**src/rtl/issue_queue_npicker.sv**
```systemverilog
// In-order issue queue: one enqueue port, NPICK in-order dequeue lanes, lane k = k-th oldest entry.
// Latency: 1 cycle enqueue-to-issue (0 cycles with IQ_NPICKER_BYPASS_EN when the queue holds < NPICK entries).
// Backpressure: in_ready drops when full or during sys_rst/flush; lanes pop as a leading run of valid&ready.
//
// Ports:
//   sys_clk, sys_rst   clock and synchronous active-high reset
//   flush              synchronous clear of all entries (overrides push and pop)
//   in_valid/in_ready  enqueue handshake, payload in_data
//   out_valid/out_ready per-lane handshake, lane k payload in out_data[k*DATA_W +: DATA_W]
//   count              number of stored entries
// Optional feature macro: IQ_NPICKER_BYPASS_EN (empty-queue bypass onto the first free lane).

module issue_queue_npicker #(
    parameter int DATA_W = 8,
    parameter int DEPTH  = 8,
    parameter int NPICK  = 2
) (
    input  logic                    sys_clk,
    input  logic                    sys_rst,
    input  logic                    flush,
    input  logic                    in_valid,
    input  logic [DATA_W-1:0]       in_data,
    output logic                    in_ready,
    output logic [NPICK-1:0]        out_valid,
    input  logic [NPICK-1:0]        out_ready,
    output logic [NPICK*DATA_W-1:0] out_data,
    output logic [$clog2(DEPTH+1)-1:0] count
);

    localparam int PTR_W = $clog2(DEPTH);
    localparam int CNT_W = $clog2(DEPTH+1);

    logic [DATA_W-1:0]       r_mem [DEPTH];
    logic [PTR_W-1:0]        r_head;
    logic [PTR_W-1:0]        r_tail;
    logic [CNT_W-1:0]        r_count;

    logic                    w_push;
    logic [CNT_W-1:0]        w_pops;
    logic                    w_run;
    logic [NPICK-1:0]        w_lane_vld;
    logic [NPICK*DATA_W-1:0] w_lane_dat;

    // Pointer add modulo DEPTH. Both operands are below 2*DEPTH in sum, so one
    // conditional subtract is enough and non-power-of-two depths work.
    function automatic logic [PTR_W-1:0] ptr_add(input logic [PTR_W-1:0] p,
                                                 input logic [CNT_W-1:0] n);
        int s;
        s = int'(p) + int'(n);
        if (s >= DEPTH) s = s - DEPTH;
        return PTR_W'(s);
    endfunction

    // Accept depends only on registered occupancy; a full queue refuses even
    // when lanes are popping this cycle, keeping out_ready off this path.
    assign in_ready = (r_count < CNT_W'(DEPTH)) && !flush && !sys_rst;
    assign w_push   = in_valid && in_ready;

    always_comb begin
        w_lane_vld = '0;
        w_lane_dat = '0;
        for (int k = 0; k < NPICK; k++) begin
            if (r_count > CNT_W'(k)) begin
                w_lane_vld[k] = 1'b1;
                w_lane_dat[k*DATA_W +: DATA_W] = r_mem[ptr_add(r_head, CNT_W'(k))];
            end
`ifdef IQ_NPICKER_BYPASS_EN
            // The first empty lane shows the incoming entry in the same cycle.
            else if (w_push && (r_count == CNT_W'(k))) begin
                w_lane_vld[k] = 1'b1;
                w_lane_dat[k*DATA_W +: DATA_W] = in_data;
            end
`endif
        end
    end

    assign out_valid = w_lane_vld;
    assign out_data  = w_lane_dat;
    assign count     = r_count;

    // Pops form a leading run: a ready lane above a stalled lane is ignored so
    // issue order always equals enqueue order.
    always_comb begin
        w_pops = '0;
        w_run  = 1'b1;
        for (int k = 0; k < NPICK; k++) begin
            if (w_run && w_lane_vld[k] && out_ready[k]) begin
                w_pops = w_pops + CNT_W'(1);
            end else begin
                w_run = 1'b0;
            end
        end
    end

    always_ff @(posedge sys_clk) begin
        if (sys_rst || flush) begin
            r_head  <= '0;
            r_tail  <= '0;
            r_count <= '0;
        end else begin
            r_head  <= ptr_add(r_head, w_pops);
            if (w_push) begin
                r_tail <= (r_tail == PTR_W'(DEPTH-1)) ? '0 : r_tail + PTR_W'(1);
            end
            // With bypass, a consumed incoming entry is counted in both push and pops.
            r_count <= r_count + CNT_W'(w_push) - w_pops;
        end
    end

    // Storage is not reset; w_push is already low during reset and flush.
    always_ff @(posedge sys_clk) begin
        if (w_push) begin
            r_mem[r_tail] <= in_data;
        end
    end

endmodule

```
**config.mk**
```make
export PLATFORM = sky130hd
export DESIGN_NAME = issue_queue_npicker
export DESIGN_NICKNAME = d
export VERILOG_FILES = /design/src/rtl/issue_queue_npicker.sv
export SDC_FILE = /design/constraint.sdc
export NUM_CORES = 1
export LEC_CHECK = 0
export ABC_AREA = 1
export CORE_ASPECT_RATIO = 1.1
export CORE_UTILIZATION = 55
export DETAILED_ROUTE_END_ITERATION = 8
export GPL_ROUTABILITY_DRIVEN = 1
export GPL_TIMING_DRIVEN = 0
export PLACE_DENSITY_LB_ADDON = 0.3
export SLEW_MARGIN = 20
export SYNTH_ARGS = -nofsm -noshare
export SYNTH_HDL_FRONTEND = slang
export SYNTH_SLANG_ARGS = --single-unit
export TNS_END_PERCENT = 100
```
**constraint.sdc**
```tcl
create_clock -name sys_clk -period 3.7 [get_ports sys_clk]
set_input_delay 1.11 -clock sys_clk [delete_from_list [all_inputs] [get_ports sys_clk]]
set_output_delay 1.11 -clock sys_clk [all_outputs]
set_load 0.02 [all_outputs]
```
==> results.txt, run 1 <==
Based on the critical path, the design can be clocked at up to 287 MHz. The final critical-path required period came out at 3480 ps. The number of violations reported at the end of detailed-routing iteration 0 came out at 480.

The total number of placement rows is 32. Setup repair after global routing left no endpoint under its margin. The synthesized flop and latch total came out at 74.

Setup slack on the critical path of the routed design comes to 219 ps. The largest single stage delay on the critical path is 410 ps. Clock-pin slew was measured on the worst setup and hold paths at 70 ps.

By area the synthesized netlist is led by sky130_fd_sc_hd__edfxtp_1, sky130_fd_sc_hd__nand2_1, sky130_fd_sc_hd__nand3_1. The switching part of the total came out at 39.0%. The detailed router placed 3598 vias in this run.

After synthesis, the largest family of logic cells by area is simple AND/OR/NAND/NOR gates. The TritonCTS clock tree is yes. The buffers inserted during post-CTS setup optimization came out at 0. The clock network accounts for 21.5% of the total power. The internal portion of the total power is 1.75 mW.

For this run, the leading register cell type out of synthesis is sky130_fd_sc_hd__edfxtp_1. Clock tree synthesis selected as its root buffer the cell sky130_fd_sc_hd__clkbuf_8. The proportion of power drawn by combinational gates came out at 45.4%. The layout cell share with drive strength beyond 1 came out at 7.43%.

The net count of the mapped netlist came out at 541. The element type at the critical path start is a primary input. The buffer and inverter count on the worst path is 3. The final instance area came out at 4810 sq um. The hold-fix buffer count after cts came out at 0. The endpoint kind of the worst setup timing path is an output port. The path class of the tightest hold or removal check is reg2reg. The floorplan step defined a die boundary enclosing 7860 sq um. The standard cell core area came out at 7130 sq um. The parity-gate share of the synthesized area counting xor and xnor cells came out at 1.21%.

In the global route stage, overall resource usage came out at 29.9%. The sequential element share of the synthesized area is 51.4%. The cell area power density came out at 596 nW/um^2. The number of global-route vias before repair came to 3453. The total length of routed wires came out at 11.0 mm. The analysis attributes to cell leakage a power of 2.29 nW. The number of maximum-capacitance violations came out at 0.

The critical path goes through clkdlybuf4s50_1 > nor2_2 > inv_1 > nor2_1 > dlygate4sd2_1. The number of clock buffers inserted by TritonCTS came out at 9. Pin placement for this block handled 37 I/O pins. The setup slack at placement is -68.4 ps.

After Yosys synthesis, full adders, half adders and majority gates account for 4.60% of the synthesized area. The required time of the worst setup path is 2590 ps. The Yosys step of the flow raised 0 warnings. The setup TNS after final layout is 0 ps.

The worst pin sits at a relative slew slack of 30.7%. The number of distinct library cells after synthesis is 25. The simple-gate area share of the yosys netlist came out at 29.6%. Once placement finished, the instance area stood at 4600 sq um. The synthesized design contains 64 enable-type register cells.

In this run the biggest area consumer among cell types represents 46.5% of the synthesized area. The slowest library cell on the worst path is sky130_fd_sc_hd__clkdlybuf4s50_1. The complex-gate fraction of the synthesized area came out at 2.15%.

The number of iterations in the first detailed-routing pass is 9. The detail-routed via count per cell is 5.54. The flow ran to the end, but the final reports show violations.

The share of synthesized flip-flops with an asynchronous set or reset came out at 0%. The height of the die is 92.9 um. The initial antenna violation count is 0. The width of the chip is 84.6 um. The post-synthesis cell area came out at 4130 sq um. The clock skew is 5.48 ps. The number of nets in the final layout came out at 588. The proportion of power drawn by flip-flops and latches came out at 33.1%. The largest fanout on the critical path is 8. The synthesized area per cell is 8.05 sq um.

The post-synthesis mux area share came out at 0%. The final period utilization came out at 94.1%. The first-pass GRT wire length came out at 17.6 mm. In this run the deepest clock path goes through 2 buffers. The number of max-slew violations in the final report is 0.

Relative to the synthesized area, the layout overhead comes to 16.5%. The H-tree level count is 3. The worst setup path is of the in2out kind. The clock insertion delay at the later pin of the skew report is 350 ps. Grouping stages by cell kind, the critical path spends the most delay in buffers and inverters. The clock sink count came out at 74. Counting the fill cells in the layout gives 571. The top cell type by total area after synthesis is sky130_fd_sc_hd__edfxtp_1. The signal arrival time at the worst endpoint came out at 2370 ps. The commonest cells after synthesis are sky130_fd_sc_hd__nand2_1, sky130_fd_sc_hd__inv_1, sky130_fd_sc_hd__nand3_1.

The number of design rule violations left after detail routing is 3. The routability congestion estimate from global placement came out at 0.899. The most common cell in the synthesized netlist is sky130_fd_sc_hd__nand2_1. The wire-length estimate of the detail-placed layout is 7.58 mm. VDD sags by at most 0.298 mV. The count of inserted antenna diode cells came out at 0. The antenna violation net count after detailed routing came out at 0. The sum of overflow across all layers after global routing is 0. The maximum number of pins on one net before global-route repair is 13.

Dividing the detail-routed wire length by the instance count gives 16.9 um. The count of final setup violators came out at 0. The hold violation total from the final report is 0. The power dissipated by switching net loads came out at 1.12 mW. The checks that failed: design-rule violations. In the synthesized netlist, the number of instances is 513. The number of I/O port buffers is 36.

The slew at the pin closest to its max-slew limit came out at 1040 ps. The initial core utilization came out at 58.0%.
==> power groups by stage <==
stage	clock network (mW)	logic, mW	registers (mW)
2_1_floorplan	0	0.760	0.983
3_3_place_gp	0	1.26	0.967
3_5_place_dp	0	1.29	0.968
4_1_cts	0.612	1.29	0.949
5_1_grt	0.657	1.41	0.952
6_report	0.616	1.30	0.950
==> kinds of logic (layout without fill, tap and decap cells) <==
group | count (synthesis) | after routing
AO/OA/AOI/OAI | 17 | 17
XOR/XNOR | 4 | 4
adder cells (fa/ha/maj) | 14 | 14
buffers and inverters | 106 | 158
flip-flops | 74 | 74
AND/OR/NAND/NOR | 298 | 298
==> state kept, by name, summed over array words and instances (netlist names) <==
register and count:
r_head 3, r_mem 64, r_tail 3, count 4
==> metal layers <==
| layer | GRT usage (%) | routed length [um] | vias to the layer above | part of all wire, % |
|---|---|---|---|---|
| met5 | 0 | 0 | - | 0 |
| met4 | 12.0 | 173 | 0 | 1.6 |
| met3 | 6.24 | 1140 | 16 | 10 |
| met2 | 47.4 | 5120 | 208 | 47 |
| met1 | 40.4 | 4540 | 1670 | 41 |
| li1 | - | - | 1704 | - |
==> what timing repair did <==
| item | 4_1_cts | 5_1_grt |
|---|---|---|
| endpoints found under the setup margin | 1 | 8 |
| gates cloned | 0 | 0 |
| endpoints found under the hold margin | 0 | 0 |
| gates resized for setup | 1 | 9 |
==> final timing paths <==
check	end	startpoint	slack, ps	cells past startpoint
worst min register to register	r_tail[2]	r_tail[2]	540	2
worst max-delay path	in_ready	flush	220	5
worst max register to register	count[2]	count[3]	830	15
worst min-delay path	r_tail[2]	r_tail[2]	540	2
==> final cells by class <==
| type | count | area (sq um) | area share (%) |
|---|---|---|---|
| plain buffers | 22 | 144 | 2.99 |
| clock buffers | 15 | 188 | 3.90 |
| clock inverters | 1 | 6.26 | 0.130 |
| inverters | 84 | 317 | 6.58 |
| multi-input cells | 333 | 1550 | 32.2 |
| flip-flops and latches | 74 | 2120 | 44.1 |
| well taps | 85 | 106 | 2.21 |
| repair buffers | 36 | 379 | 7.88 |
==> per-stage QoR <==
| step | hold WS, ps | total power, mW | util (%) | instances |
|---|---|---|---|---|
| after floorplan | 492 | 1.74 | - | 513 |
| after global placement | 514 | 2.23 | 64.5 | 634 |
| after detailed placement | 536 | 2.26 | 64.5 | 634 |
| after CTS | 546 | 2.85 | 67.2 | 650 |
| after global routing | 569 | 3.02 | 67.5 | 650 |
| final | 545 | 2.87 | 67.5 | 650 |
==> cells in the final DEF (no fill, tap or decap), types with 2 or more instances in the layout <==
| cell | instances |
|---|---|
| sky130_fd_sc_hd__clkbuf_8 | 11 |
| sky130_fd_sc_hd__edfxtp_1 | 64 |
| sky130_fd_sc_hd__a21oi_1 | 5 |
| sky130_fd_sc_hd__inv_1 | 80 |
| sky130_fd_sc_hd__dlymetal6s2s_1 | 8 |
| sky130_fd_sc_hd__buf_4 | 8 |
| sky130_fd_sc_hd__ha_1 | 12 |
| sky130_fd_sc_hd__clkbuf_1 | 3 |
| sky130_fd_sc_hd__buf_2 | 10 |
| sky130_fd_sc_hd__nand3_1 | 75 |
| sky130_fd_sc_hd__nor2_1 | 64 |
| sky130_fd_sc_hd__inv_2 | 3 |
| sky130_fd_sc_hd__nand2_1 | 157 |
| sky130_fd_sc_hd__clkdlybuf4s50_1 | 27 |
| sky130_fd_sc_hd__fa_1 | 2 |
| sky130_fd_sc_hd__o21ai_1 | 3 |
| sky130_fd_sc_hd__buf_6 | 2 |
| sky130_fd_sc_hd__dfxtp_1 | 10 |
| sky130_fd_sc_hd__o21ai_0 | 7 |
==> worst reg2reg max path, stage by stage (launching register included) <==
cell	delay, ps
sky130_fd_sc_hd__dfxtp_1	350
sky130_fd_sc_hd__inv_1	110
sky130_fd_sc_hd__ha_1	220
sky130_fd_sc_hd__a21oi_1	150
sky130_fd_sc_hd__a21o_1	90
sky130_fd_sc_hd__buf_2	240
sky130_fd_sc_hd__nand2_1	80
sky130_fd_sc_hd__nor2_1	120
sky130_fd_sc_hd__ha_1	290
sky130_fd_sc_hd__ha_1	300
sky130_fd_sc_hd__inv_1	60
sky130_fd_sc_hd__ha_1	150
sky130_fd_sc_hd__inv_1	50
sky130_fd_sc_hd__fa_1	370
sky130_fd_sc_hd__xor2_1	150
sky130_fd_sc_hd__nor2_1	50
(Power assumes the default switching activity.)
==> run 2, diff against run 1 <==
==> constraint.sdc (replaced) <==
create_clock -name sys_clk -period 3.9 [get_ports sys_clk]
set_input_delay 1.17 -clock sys_clk [delete_from_list [all_inputs] [get_ports sys_clk]]
set_output_delay 1.17 -clock sys_clk [all_outputs]
set_load 0.02 [all_outputs]
==> results.txt, run 2 (same netlist as run 1, synthesis figures left out) <==
The flow ran to the end, but the final reports show violations. The checks that failed: design-rule violations. The worst relative slew slack is 29.9%.

The initial core utilization came out at 58.0%. The required time of the worst setup path came out at 2730 ps. The layout cell share with drive strength beyond 1 is 7.61%. The first-pass GRT wire length came out at 17.6 mm. Data on the critical path arrives at its endpoint at 2590 ps.

In this run the worst hold path is classified as reg2reg. Leaving out fill and tap cells, the most frequent cell in the layout is sky130_fd_sc_hd__nand2_1. The initial antenna violation count came out at 0. In the post-route analysis, the smallest setup slack over all paths is 143 ps. OpenSTA, run right after detailed placement, puts the worst setup slack at 11.6 ps. The buffer and inverter count on the worst path is 4. The number of global-route vias before repair is 3453. The final instance area is 4800 sq um. STA classifies the critical path endpoint as an output port. Buffers placed on the I/O ports in this run total 36. The detail route stage leaves a number of antenna-violating nets equal to 0. The slowest stage of the critical path belongs to the cell sky130_fd_sc_hd__clkdlybuf4s50_1. The routability congestion estimate from global placement is 0.899. The total number of placement rows came out at 32. The hold-fix buffer count after cts is 0.

Setup repair after global routing left no endpoint under its margin. Of all nets on the critical path, the largest fanout is 10. The detail-routed via count per cell is 5.55.

The number of max-slew violations in the final report came out at 0. The slew at the pin closest to its max-slew limit came out at 1050 ps. The root buffer cell chosen for the clock tree is sky130_fd_sc_hd__clkbuf_8. The setup TNS after final layout is 0 ps. The clock arrives with 5.88 ps of skew. The clock insertion delay at the later pin of the skew report is 340 ps. The destination of the critical timing path is out_data[9]. By instance count, the cell type seen most on the critical path is sky130_fd_sc_hd__nand3_1.

The final period utilization came out at 96.3%. From synthesis to final layout, the design area changed by 16.1%. The post-CTS clock slew at the launch and capture registers of the worst setup and hold paths is 70 ps. The core region is 7130 sq um. After detailed routing, the average wire length per cell comes to 16.8 um. The HPWL after detailed placement is 7.58 mm. The clock passes through at most 2 buffers. On the critical path the largest part of the delay comes from buffers and inverters. The count of final setup violators is 0.

The TritonCTS clock tree is yes. At the end of the flow, the number of nets in the layout was 588. The first detailed-routing pass took 9 iterations. The floorplan step set the die height to 92.9 um. The library cells used most frequently in the layout, excluding fill and tap cells, are sky130_fd_sc_hd__nand2_1, sky130_fd_sc_hd__inv_1, sky130_fd_sc_hd__nand3_1, sky130_fd_sc_hd__nor2_1, sky130_fd_sc_hd__edfxtp_1.

Counting buffers and inverters, the worst setup path is 9 cells deep. The element type at the critical path start is a flop. The number of maximum-capacitance violations is 0.

The number of clock buffers inserted by TritonCTS came out at 9. The die covers 7860 sq um. The upper clock frequency limit is 266 MHz. Traced cell by cell, the critical path runs through ha_1 > buf_2 > inv_2 > buf_4 > nand3_1 > nand3_1 > nand2_1 > nor2_1 > clkdlybuf4s50_1. The maximum number of pins on one net before global-route repair is 13. The sum of overflow across all layers after global routing is 0. The number of vias in the routed layout is 3605. The most flop-heavy register is r_mem.

The number of standard cells in the final layout excluding fillers came out at 650. The worst register-to-register path begins at count[3]. The total instance count after detailed placement is 634. The detailed router finished its first iteration with 477 violations. The reg-to-reg endpoint is count[2].

Across all hold checks on the routed design, the worst slack comes to 547 ps. The total routing usage reported by global routing came out at 29.9%. The most critical setup path has its startpoint at r_head[1].

For this run, design rule violations remaining after detail routing come to 2. The die is 84.6 um wide. The largest vdd supply drop came out at 0.281 mV. The worst stage delay on the critical path came out at 600 ps. The I/O pin count is 37. The hold violation total from the final report is 0. The clock drives 74 sinks.

The H-tree level count came out at 3. The register-to-register setup slack came out at 1040 ps. The leakage power total came out at 2.18 nW. The count of cells along the worst register-to-register path is 15. The flip-flop count of the largest register, all copies and words added is 64.

The count of inserted antenna diode cells is 0. The total length of routed wires is 10.9 mm. The worst path needs 3760 ps of the cycle, external delays included.

Summing all placed instances gives a cell area of 4600 sq um. By startpoint and endpoint, the worst setup path is classified as reg2out. The cell area power density is 569 nW/um^2.
==> run 2: cell type report <==
cell class                 instances  area [sq um]
fill                             573          2330
tap                               85           106
timing repair buffer              36           365
multi-input combinational        333          1550
clock inverter                     1          6.26
sequential                        74          2120
clock buffer                      15           188
inverter                          84           317
buffer                            22           141
==> run 2: worst register-to-register path, stage by stage (launching register included) <==
cell,delay [ps]
sky130_fd_sc_hd__dfxtp_1,350
sky130_fd_sc_hd__inv_1,100
sky130_fd_sc_hd__ha_1,220
sky130_fd_sc_hd__a21oi_1,150
sky130_fd_sc_hd__a21o_1,90
sky130_fd_sc_hd__buf_2,240
sky130_fd_sc_hd__nand2_1,80
sky130_fd_sc_hd__nor2_1,110
sky130_fd_sc_hd__ha_1,290
sky130_fd_sc_hd__ha_1,290
sky130_fd_sc_hd__inv_1,60
sky130_fd_sc_hd__ha_1,150
sky130_fd_sc_hd__inv_1,50
sky130_fd_sc_hd__fa_1,370
sky130_fd_sc_hd__xor2_1,150
sky130_fd_sc_hd__nor2_1,50
==> run 2: metrics by stage <==
stage | total power [mW] | utilization (%)
2_1_floorplan | 1.65 | -
3_3_place_gp | 2.11 | 64.5
3_5_place_dp | 2.14 | 64.5
4_1_cts | 2.71 | 67.2
5_1_grt | 2.88 | 67.3
6_report | 2.73 | 67.3
==> run 2: worst min path at each step <==
stage	start	end	slack [ps]	cells past startpoint
CTS	r_tail[2]	r_tail[2]	550	2
detailed placement	r_tail[2]	r_tail[2]	540	2
global route	r_tail[1]	r_tail[1]	570	2
finish	r_tail[1]	r_tail[1]	550	2
global placement	r_tail[2]	r_tail[2]	510	2
floorplan	r_tail[1]	r_tail[1]	490	2
==> run 2: repair_timing <==
| item | CTS | global route |
|---|---|---|
| setup buffers | 0 | 0 |
| hold endpoints to repair | 0 | 0 |
| resized for setup | 0 | 3 |
| setup endpoints to repair | 0 | 2 |
==> run 2: layer usage <==
layer  routed length [um]  GRT usage [%]
met5                    0              0
met4                  177           12.0
met3                 1130           6.24
met1                 4490           40.4
met2                 5110           47.4
==> run 2: power breakdown <==
part / leakage [nW] / internal [mW] / switching, mW / total (mW)
Sequential: 0.657 / 0.883 / 0.0174 / 0.901
Combinational: 1.42 / 0.479 / 0.768 / 1.25
Clock: 0.0994 / 0.307 / 0.273 / 0.580
